### src/rtl/rv32i_types.sv
// Shared types and default sizing for the branch target buffer / history table.
package rv32i_types;

   localparam int BTB_SET_BITS = 4;
   localparam int BTB_WAYS     = 2;
   localparam int BTB_CTR_BITS = 2;

   typedef enum logic {
      IDLE  = 1'b0,
      SWEEP = 1'b1
   } flush_state_e;

endpackage

### src/rtl/btb_plru.sv
// Tree pseudo-LRU for one set: a heap of WAYS-1 direction bits, bit=0 points the victim left.
module btb_plru #(
   parameter  int WAYS = 2,
   localparam int WB   = (WAYS > 1) ? $clog2(WAYS) : 1
) (
   input  logic          clk,
   input  logic          rst_n,
   input  logic          clr,
   input  logic          touch_en,
   input  logic [WB-1:0] touch_way,
   output logic [WB-1:0] victim_way
);

   generate
      if (WAYS == 1) begin : g_none
         logic w_unused;
         assign w_unused   = ^{clk, rst_n, clr, touch_en, touch_way};
         assign victim_way = '0;
      end else begin : g_tree
         localparam int LVLS = $clog2(WAYS);

         logic [WAYS-1:1] r_tree;
         logic [WAYS-1:1] w_tree_nxt;

         always_comb begin
            int node;
            node = 1;
            for (int l = 0; l < LVLS; l++) begin
               node = 2 * node + int'(r_tree[node]);
            end
            victim_way = WB'(node - WAYS);
         end

         // Walk the touched way's path and point every node on it away from that way.
         always_comb begin
            int node;
            w_tree_nxt = r_tree;
            node       = 1;
            for (int l = 0; l < LVLS; l++) begin
               w_tree_nxt[node] = ~touch_way[LVLS-1-l];
               node = 2 * node + int'(touch_way[LVLS-1-l]);
            end
         end

         always_ff @(posedge clk or negedge rst_n) begin
            if (!rst_n) begin
               r_tree <= '0;
            end else if (clr) begin
               r_tree <= '0;
            end else if (touch_en) begin
               r_tree <= w_tree_nxt;
            end
         end
      end
   endgenerate

endmodule

### src/rtl/btb_bht_sa.sv
// Set-associative BTB with per-entry saturating direction counters and a sweeping flush.
module btb_bht_sa
   import rv32i_types::*;
#(
   parameter int SET_BITS = BTB_SET_BITS,
   parameter int WAYS     = BTB_WAYS,
   parameter int CTR_BITS = BTB_CTR_BITS
) (
   input  logic         clk,
   input  logic         rst_n,
   input  logic [31:0]  if_pc,
   input  logic [31:0]  mem_pc,
   input  logic [31:0]  mem_target,
   input  logic         mem_update,
   input  logic         mem_taken,
   input  logic         mem_is_jal,
   input  logic         flush_req,
   output logic         flush_busy,
   output logic         hit,
   output logic         prediction,
   output logic [31:0]  target_out,
   output logic         is_jal,
   output flush_state_e dbg_state
);

   localparam int SETS  = 1 << SET_BITS;
   localparam int TAG_W = 30 - SET_BITS;
   localparam int WB    = (WAYS > 1) ? $clog2(WAYS) : 1;

   typedef struct packed {
      logic                valid;
      logic [TAG_W-1:0]    tag;
      logic [31:0]         target;
      logic                is_jal;
      logic [CTR_BITS-1:0] ctr;
   } entry_t;

   entry_t              r_ent [SETS][WAYS];
   flush_state_e        r_state, w_state_nxt;
   logic [SET_BITS-1:0] r_ptr, w_ptr_nxt;

   logic [SET_BITS-1:0] w_if_idx, w_mem_idx;
   logic [TAG_W-1:0]    w_if_tag, w_mem_tag;
   logic                w_sweep, w_upd, w_alloc, w_touch;
   logic                w_mem_hit, w_inv_found;
   logic [WB-1:0]       w_mem_way, w_inv_way, w_wr_way;
   logic [WB-1:0]       w_victim [SETS];
   logic                w_unused;

   assign w_if_idx  = if_pc[SET_BITS+1:2];
   assign w_if_tag  = if_pc[31:SET_BITS+2];
   assign w_mem_idx = mem_pc[SET_BITS+1:2];
   assign w_mem_tag = mem_pc[31:SET_BITS+2];
   assign w_unused  = ^{if_pc[1:0], mem_pc[1:0]};

   assign w_sweep    = (r_state == SWEEP);
   assign flush_busy = w_sweep;
   assign dbg_state  = r_state;

   // A flush request wins over an update arriving in the same cycle.
   assign w_upd   = mem_update & ~w_sweep & ~flush_req;
   assign w_alloc = w_upd & ~w_mem_hit & mem_taken;
   assign w_touch = w_upd & (w_mem_hit | mem_taken);

   always_comb begin
      w_state_nxt = r_state;
      w_ptr_nxt   = r_ptr;
      case (r_state)
         IDLE: begin
            if (flush_req) begin
               w_state_nxt = SWEEP;
               w_ptr_nxt   = '0;
            end
         end
         SWEEP: begin
            w_ptr_nxt = r_ptr + 1'b1;
            if (&r_ptr) w_state_nxt = IDLE;
         end
         default: w_state_nxt = IDLE;
      endcase
   end

   always_ff @(posedge clk or negedge rst_n) begin
      if (!rst_n) begin
         r_state <= IDLE;
         r_ptr   <= '0;
      end else begin
         r_state <= w_state_nxt;
         r_ptr   <= w_ptr_nxt;
      end
   end

   // Descending scan so the lowest-numbered hitting way is the one left driving the outputs.
   always_comb begin
      hit        = 1'b0;
      prediction = 1'b0;
      target_out = '0;
      is_jal     = 1'b0;
      for (int w = WAYS - 1; w >= 0; w--) begin
         if (!w_sweep && r_ent[w_if_idx][w].valid && (r_ent[w_if_idx][w].tag == w_if_tag)) begin
            hit        = 1'b1;
            target_out = r_ent[w_if_idx][w].target;
            is_jal     = r_ent[w_if_idx][w].is_jal;
            prediction = r_ent[w_if_idx][w].ctr[CTR_BITS-1] | r_ent[w_if_idx][w].is_jal;
         end
      end
   end

   always_comb begin
      w_mem_hit   = 1'b0;
      w_mem_way   = '0;
      w_inv_found = 1'b0;
      w_inv_way   = '0;
      for (int w = WAYS - 1; w >= 0; w--) begin
         if (r_ent[w_mem_idx][w].valid && (r_ent[w_mem_idx][w].tag == w_mem_tag)) begin
            w_mem_hit = 1'b1;
            w_mem_way = WB'(w);
         end
         if (!r_ent[w_mem_idx][w].valid) begin
            w_inv_found = 1'b1;
            w_inv_way   = WB'(w);
         end
      end
   end

   assign w_wr_way = w_mem_hit   ? w_mem_way :
                     w_inv_found ? w_inv_way : w_victim[w_mem_idx];

   generate
      for (genvar s = 0; s < SETS; s++) begin : g_set
         btb_plru #(.WAYS(WAYS)) u_plru (
            .clk       (clk),
            .rst_n     (rst_n),
            .clr       (w_sweep && (r_ptr == SET_BITS'(s))),
            .touch_en  (w_touch && (w_mem_idx == SET_BITS'(s))),
            .touch_way (w_wr_way),
            .victim_way(w_victim[s])
         );
      end
   endgenerate

   always_ff @(posedge clk or negedge rst_n) begin
      if (!rst_n) begin
         for (int s = 0; s < SETS; s++) begin
            for (int w = 0; w < WAYS; w++) begin
               r_ent[s][w] <= '0;
            end
         end
      end else if (w_sweep) begin
         for (int w = 0; w < WAYS; w++) begin
            r_ent[r_ptr][w].valid <= 1'b0;
         end
      end else if (w_upd && w_mem_hit) begin
         if (mem_taken) begin
            r_ent[w_mem_idx][w_mem_way].target <= mem_target;
            if (r_ent[w_mem_idx][w_mem_way].ctr != '1)
               r_ent[w_mem_idx][w_mem_way].ctr <= r_ent[w_mem_idx][w_mem_way].ctr + 1'b1;
         end else if (r_ent[w_mem_idx][w_mem_way].ctr != '0) begin
            r_ent[w_mem_idx][w_mem_way].ctr <= r_ent[w_mem_idx][w_mem_way].ctr - 1'b1;
         end
      end else if (w_alloc) begin
         r_ent[w_mem_idx][w_wr_way] <= '{valid:  1'b1,
                                         tag:    w_mem_tag,
                                         target: mem_target,
                                         is_jal: mem_is_jal,
                                         ctr:    CTR_BITS'(1 << (CTR_BITS - 1))};
      end
   end

endmodule

### config.mk
export PLATFORM = sky130hd
export DESIGN_NAME = btb_bht_sa
export DESIGN_NICKNAME = d
export VERILOG_FILES = /design/src/rtl/rv32i_types.sv /design/src/rtl/btb_plru.sv /design/src/rtl/btb_bht_sa.sv
export SDC_FILE = /design/constraint.sdc
export NUM_CORES = 2
export LEC_CHECK = 0
export CORE_ASPECT_RATIO = 0.7
export CORE_UTILIZATION = 36
export DETAILED_ROUTE_END_ITERATION = 16
export HOLD_SLACK_MARGIN = 0.15
export PLACE_DENSITY = 0.6
export SLEW_MARGIN = 25
export SYNTH_ARGS = -nofsm -noshare
export SYNTH_HDL_FRONTEND = slang
export SYNTH_SLANG_ARGS = --single-unit
### constraint.sdc
create_clock -name clk -period 7.5 [get_ports clk]
set_input_delay 1.5 -clock clk [delete_from_list [all_inputs] [get_ports clk]]
set_output_delay 1.5 -clock clk [all_outputs]
set_load 0.02 [all_outputs]
==> load_flow_metrics.sql <==
INSERT INTO impl_metrics (metric_group, metric, value, unit) VALUES
('status', 'status', 'finished, final reports clean', ''),
('worst_setup_path', 'worst_setup_path_type', 'primary input to primary output', ''),
('worst_setup_path', 'worst-path-max-fanout', '24', ''),
('yosys', 'yosys.area.top_type_share', '50.5', '%'),
('global_routing', 'initial_antenna_violation_count', '20', ''),
('yosys', 'ys_ff_latch', '2005', ''),
('floorplan', 'starting_density', '36.4', '%'),
('cells_and_area', 'flow.area_growth_from_synthesis', '14.5', '%'),
('sta', 'worst-slew-pin-transition', '1110', 'ps'),
('power', 'peakVddDrop', '245', 'µV'),
('clock_network', 'cts_tree', 'yes', ''),
('worst_setup_path', 'cp.arrival', '5900', 'ps'),
('clock_network', 'cts_hold_buf', '0', ''),
('power', 'cellLeakagePower', '50.2', 'nW'),
('sta', 'grt_setup_unrepaired', 'false', ''),
('power', 'areal_power_density_over_the_cells', '218', 'nW/µm²'),
('route', 'drc', '0', ''),
('place', 'post-dp-hpwl', '206000', 'µm'),
('global_routing', 'grt_overflow_total', '0', ''),
('clock_network', 'numClockSinks', '2005', ''),
('route', 'wl_per_cell', '28.4', 'µm'),
('yosys', 'async_reset_ff_share', '100', '%'),
('clock_network', 'cts.reportedPaths.clkPinSlew', '60', 'ps'),
('sta', 'finalMaxSlewViolations', '0', ''),
('worst_setup_path', 'worst_setup_path_start_kind', 'primary input', ''),
('clock_network', 'clock_tree.buffer_depth', '3', ''),
('yosys', 'netlist.top_cell.by_area', 'sky130_fd_sc_hd__dfrtp_1', ''),
('sta', 'report.final.hold_viol_count', '0', ''),
('clock_network', 'cts_max_level', '4', ''),
('floorplan', 'fp.dieW', '630', 'µm'),
('sta', 'max-slew-margin-rel', '25.8', '%'),
('clock_network', 'cts_post_setup_buffers_inserted', '0', ''),
('yosys', 'postSynthCellCount', '7663', ''),
('route', 'drt.antenna.violating_nets', '0', ''),
('yosys', 'synth-edff-count', '0', ''),
('clock_network', 'cts.root.buffer_cell', 'sky130_fd_sc_hd__clkbuf_16', ''),
('cells_and_area', 'drive_above_1_share', '34.2', '%'),
('floorplan', 'floorplan.io_pins', '139', ''),
('sta', 'finalSetupViolations', '0', ''),
('floorplan', 'core_area', '273000', 'µm²'),
('sta', 'fin_crit', '7400', 'ps'),
('worst_setup_path', 'crit_required', '6000', 'ps'),
('clock_network', 'numCtsBuffers', '209', ''),
('floorplan', 'die_outline_area', '278000', 'µm²'),
('sta', 'clock_skew', '57.3', 'ps'),
('floorplan', 'die-height', '441', 'µm'),
('sta', 'hold_slack', '475', 'ps'),
('yosys', 'synthMostInstantiatedCell', 'sky130_fd_sc_hd__dfrtp_1', ''),
('sta', 'finalCritPeriodShare', '98.7', '%'),
('worst_setup_path', 'critical_path_origin', 'if_pc[2]', ''),
('yosys', 'synthesis.yosys.warnings', '0', ''),
('place', 'globalplace.congestion', '0.940', ''),
('route', 'postRouteWirelength', '326000', 'µm'),
('min_path', 'worst_hold_path_type', 'flop to flop', ''),
('place', 'io_buffers', '134', ''),
('cells_and_area', 'numnets_final', '7749', ''),
('route', 'vias', '67835', ''),
('yosys', 'mappedNetlistNets', '7772', ''),
('worst_setup_path', 'worstReg2RegStart', 'r_ent[730]', ''),
('global_routing', 'grt_max_degree', '172', ''),
('yosys', 'most_used_flip_flop_cell_after_synthesis', 'sky130_fd_sc_hd__dfrtp_1', ''),
('yosys', 'yosys-top-cells-count', 'sky130_fd_sc_hd__dfrtp_1, sky130_fd_sc_hd__nand2_1, sky130_fd_sc_hd__mux2_2', ''),
('yosys', 'ys_seq_area_share', '50.5', '%'),
('yosys', 'ys_types', '80', ''),
('floorplan', 'number_of_cell_rows', '160', ''),
('global_routing', 'grt_first_pass_wirelength', '481000', 'µm'),
('route', 'vias_per_cell', '5.91', ''),
('yosys', 'summed_instance_area_of_the_synthesized_netlist', '99300', 'µm²'),
('global_routing', 'vias_in_the_first_global_route', '68179', ''),
('worst_setup_path', 'end_kind', 'primary output', ''),
('yosys', 'post_synth.cell_area_avg', '13.0', 'µm²'),
('route', 'drtIter0Drc', '7587', ''),
('worst_setup_path', 'reg2reg_depth', '19', ''),
('job', 'cap_violations', '0', ''),
('worst_setup_path', 'worst_r2r_endpoint', 'r_ent[558]', ''),
('route', 'first_pass_iters', '5', ''),
('cells_and_area', 'finish.utilization', '41.7', '%'),
('sta', 'max_freq', '135', 'MHz'),
('worst_setup_path', 'ff2ff_setup_slack', '1730', 'ps'),
('yosys', 'synth.top_cells.by_area', 'sky130_fd_sc_hd__dfrtp_1, sky130_fd_sc_hd__mux4_2, sky130_fd_sc_hd__mux2_2', ''),
('clock_network', 'clock_latency', '880', 'ps'),
('worst_setup_path', 'critPathCapture', 'target_out[21]', ''),
('global_routing', 'grt_use_total', '23.3', '%');
cell families after synthesis:
group                    synth area share [%]
adder cells (fa/ha/maj)                0.0882
buffers and inverters                    3.41
AO/OA/AOI/OAI                            6.94
multiplexers                             31.8
AND/OR/NAND/NOR                          6.25
XOR/XNOR                                0.988
flip-flops                               50.5
power breakdown:
part           leakage [nW]  internal (mW)  switching (mW)
clock network          3.62           6.40            4.64
registers              28.0           11.1           0.215
logic                  18.6          0.845            1.64
metal layers:
layer | wire length, µm | vias up | track usage [%]
met1 | 142000 | 36132 | 33.4
met3 | 32900 | 580 | 7.23
met5 | 27 | - | 0
met2 | 141000 | 3144 | 33.9
met4 | 10600 | 4 | 7.16
li1 | - | 27975 | -
sequential cells by signal, summed over array words and instances (netlist names):
register and flops:
r_ptr 4, g_set.u_plru.g_tree.r_tree 16, r_ent 1984, dbg_state 1
what timing repair did:
item / 4_1_cts / 5_1_grt
gates resized for setup: 0 / 3
endpoints found under the setup margin: 0 / 6
hold endpoints to repair: 0 / 0
cell type report:
type | count | area, µm²
Timing Repair Buffer | 511 | 5470
Inverter | 28 | 105
Fill cell | 24769 | 159000
Multi-Input combinational cell | 4885 | 46000
Clock inverter | 83 | 1210
Clock buffer | 306 | 6140
Sequential cell | 2005 | 50200
Antenna cell | 18 | 45.0
Tap cell | 3645 | 4560
worst max-delay path, stage by stage:
cell and delay, ps:
sky130_fd_sc_hd__buf_8 210, sky130_fd_sc_hd__buf_12 260, sky130_fd_sc_hd__mux4_2 530, sky130_fd_sc_hd__mux4_2 580, sky130_fd_sc_hd__xor2_1 180, sky130_fd_sc_hd__nor4_1 400, sky130_fd_sc_hd__nand4_1 120, sky130_fd_sc_hd__or4_2 600
sky130_fd_sc_hd__buf_12 190, sky130_fd_sc_hd__nand2b_1 140, sky130_fd_sc_hd__o21ai_0 430, sky130_fd_sc_hd__clkdlybuf4s50_1 720
worst min path at each step:
stage | start | to | cells past startpoint
after floorplan | r_ent[620] | r_ent[620] | 1
after global placement | r_ent[1933] | r_ent[1933] | 2
after detailed placement | r_ent[1312] | r_ent[1312] | 2
after CTS | r_ent[1312] | r_ent[1312] | 2
after global routing | r_ent[1307] | r_ent[1307] | 2
final | r_ent[467] | r_ent[467] | 2
stage by stage:
stage	power, mW	instances	setup TNS [ps]	cell area, µm²	worst slack [ps]
after floorplan	12.8	7663	0	99300	491
after global placement	13.9	11073	-462	106000	-239
after detailed placement	13.9	11074	0	106000	74.8
after CTS	24.9	11463	0	114000	149
after global routing	25.6	11471	0	114000	47.8
final	24.8	11481	0	114000	97.7
cell usage in the layout, fill, tap and decap left out, types with 9 or more instances in the layout:
master,Yosys,final
sky130_fd_sc_hd__dfrtp_1,2005,2004
sky130_fd_sc_hd__nand2_1,1159,1123
sky130_fd_sc_hd__mux2_2,1026,1026
sky130_fd_sc_hd__o21ai_0,1004,1003
sky130_fd_sc_hd__mux4_2,809,809
sky130_fd_sc_hd__buf_4,37,286
sky130_fd_sc_hd__clkbuf_16,0,209
sky130_fd_sc_hd__mux2i_1,148,148
sky130_fd_sc_hd__clkdlybuf4s50_1,0,110
sky130_fd_sc_hd__buf_12,0,100
sky130_fd_sc_hd__nor2_1,75,71
sky130_fd_sc_hd__xnor2_1,70,70
sky130_fd_sc_hd__a21oi_1,66,65
sky130_fd_sc_hd__clkbuf_8,0,56
sky130_fd_sc_hd__nand2b_1,50,50
sky130_fd_sc_hd__o21ai_1,48,49
sky130_fd_sc_hd__nor2b_1,44,43
sky130_fd_sc_hd__xor2_1,42,42
sky130_fd_sc_hd__clkbuf_1,491,42
sky130_fd_sc_hd__clkinv_2,0,38
sky130_fd_sc_hd__nand2_2,1,37
sky130_fd_sc_hd__a22oi_1,29,29
sky130_fd_sc_hd__mux2_1,29,29
sky130_fd_sc_hd__inv_1,22,22
sky130_fd_sc_hd__o22ai_1,21,21
sky130_fd_sc_hd__nand3_1,25,21
sky130_fd_sc_hd__nand4_1,20,20
sky130_fd_sc_hd__bufinv_16,0,20
sky130_fd_sc_hd__nor3_1,21,19
sky130_fd_sc_hd__nor2_4,2,19
sky130_fd_sc_hd__diode_2,0,18
sky130_fd_sc_hd__a311oi_1,16,16
sky130_fd_sc_hd__a221oi_1,13,13
sky130_fd_sc_hd__and3_1,13,13
sky130_fd_sc_hd__nor4_1,13,11
sky130_fd_sc_hd__a22o_1,10,10
sky130_fd_sc_hd__o31ai_1,9,9
sky130_fd_sc_hd__a21o_1,9,9
Power figures use the tool's default switching activity.
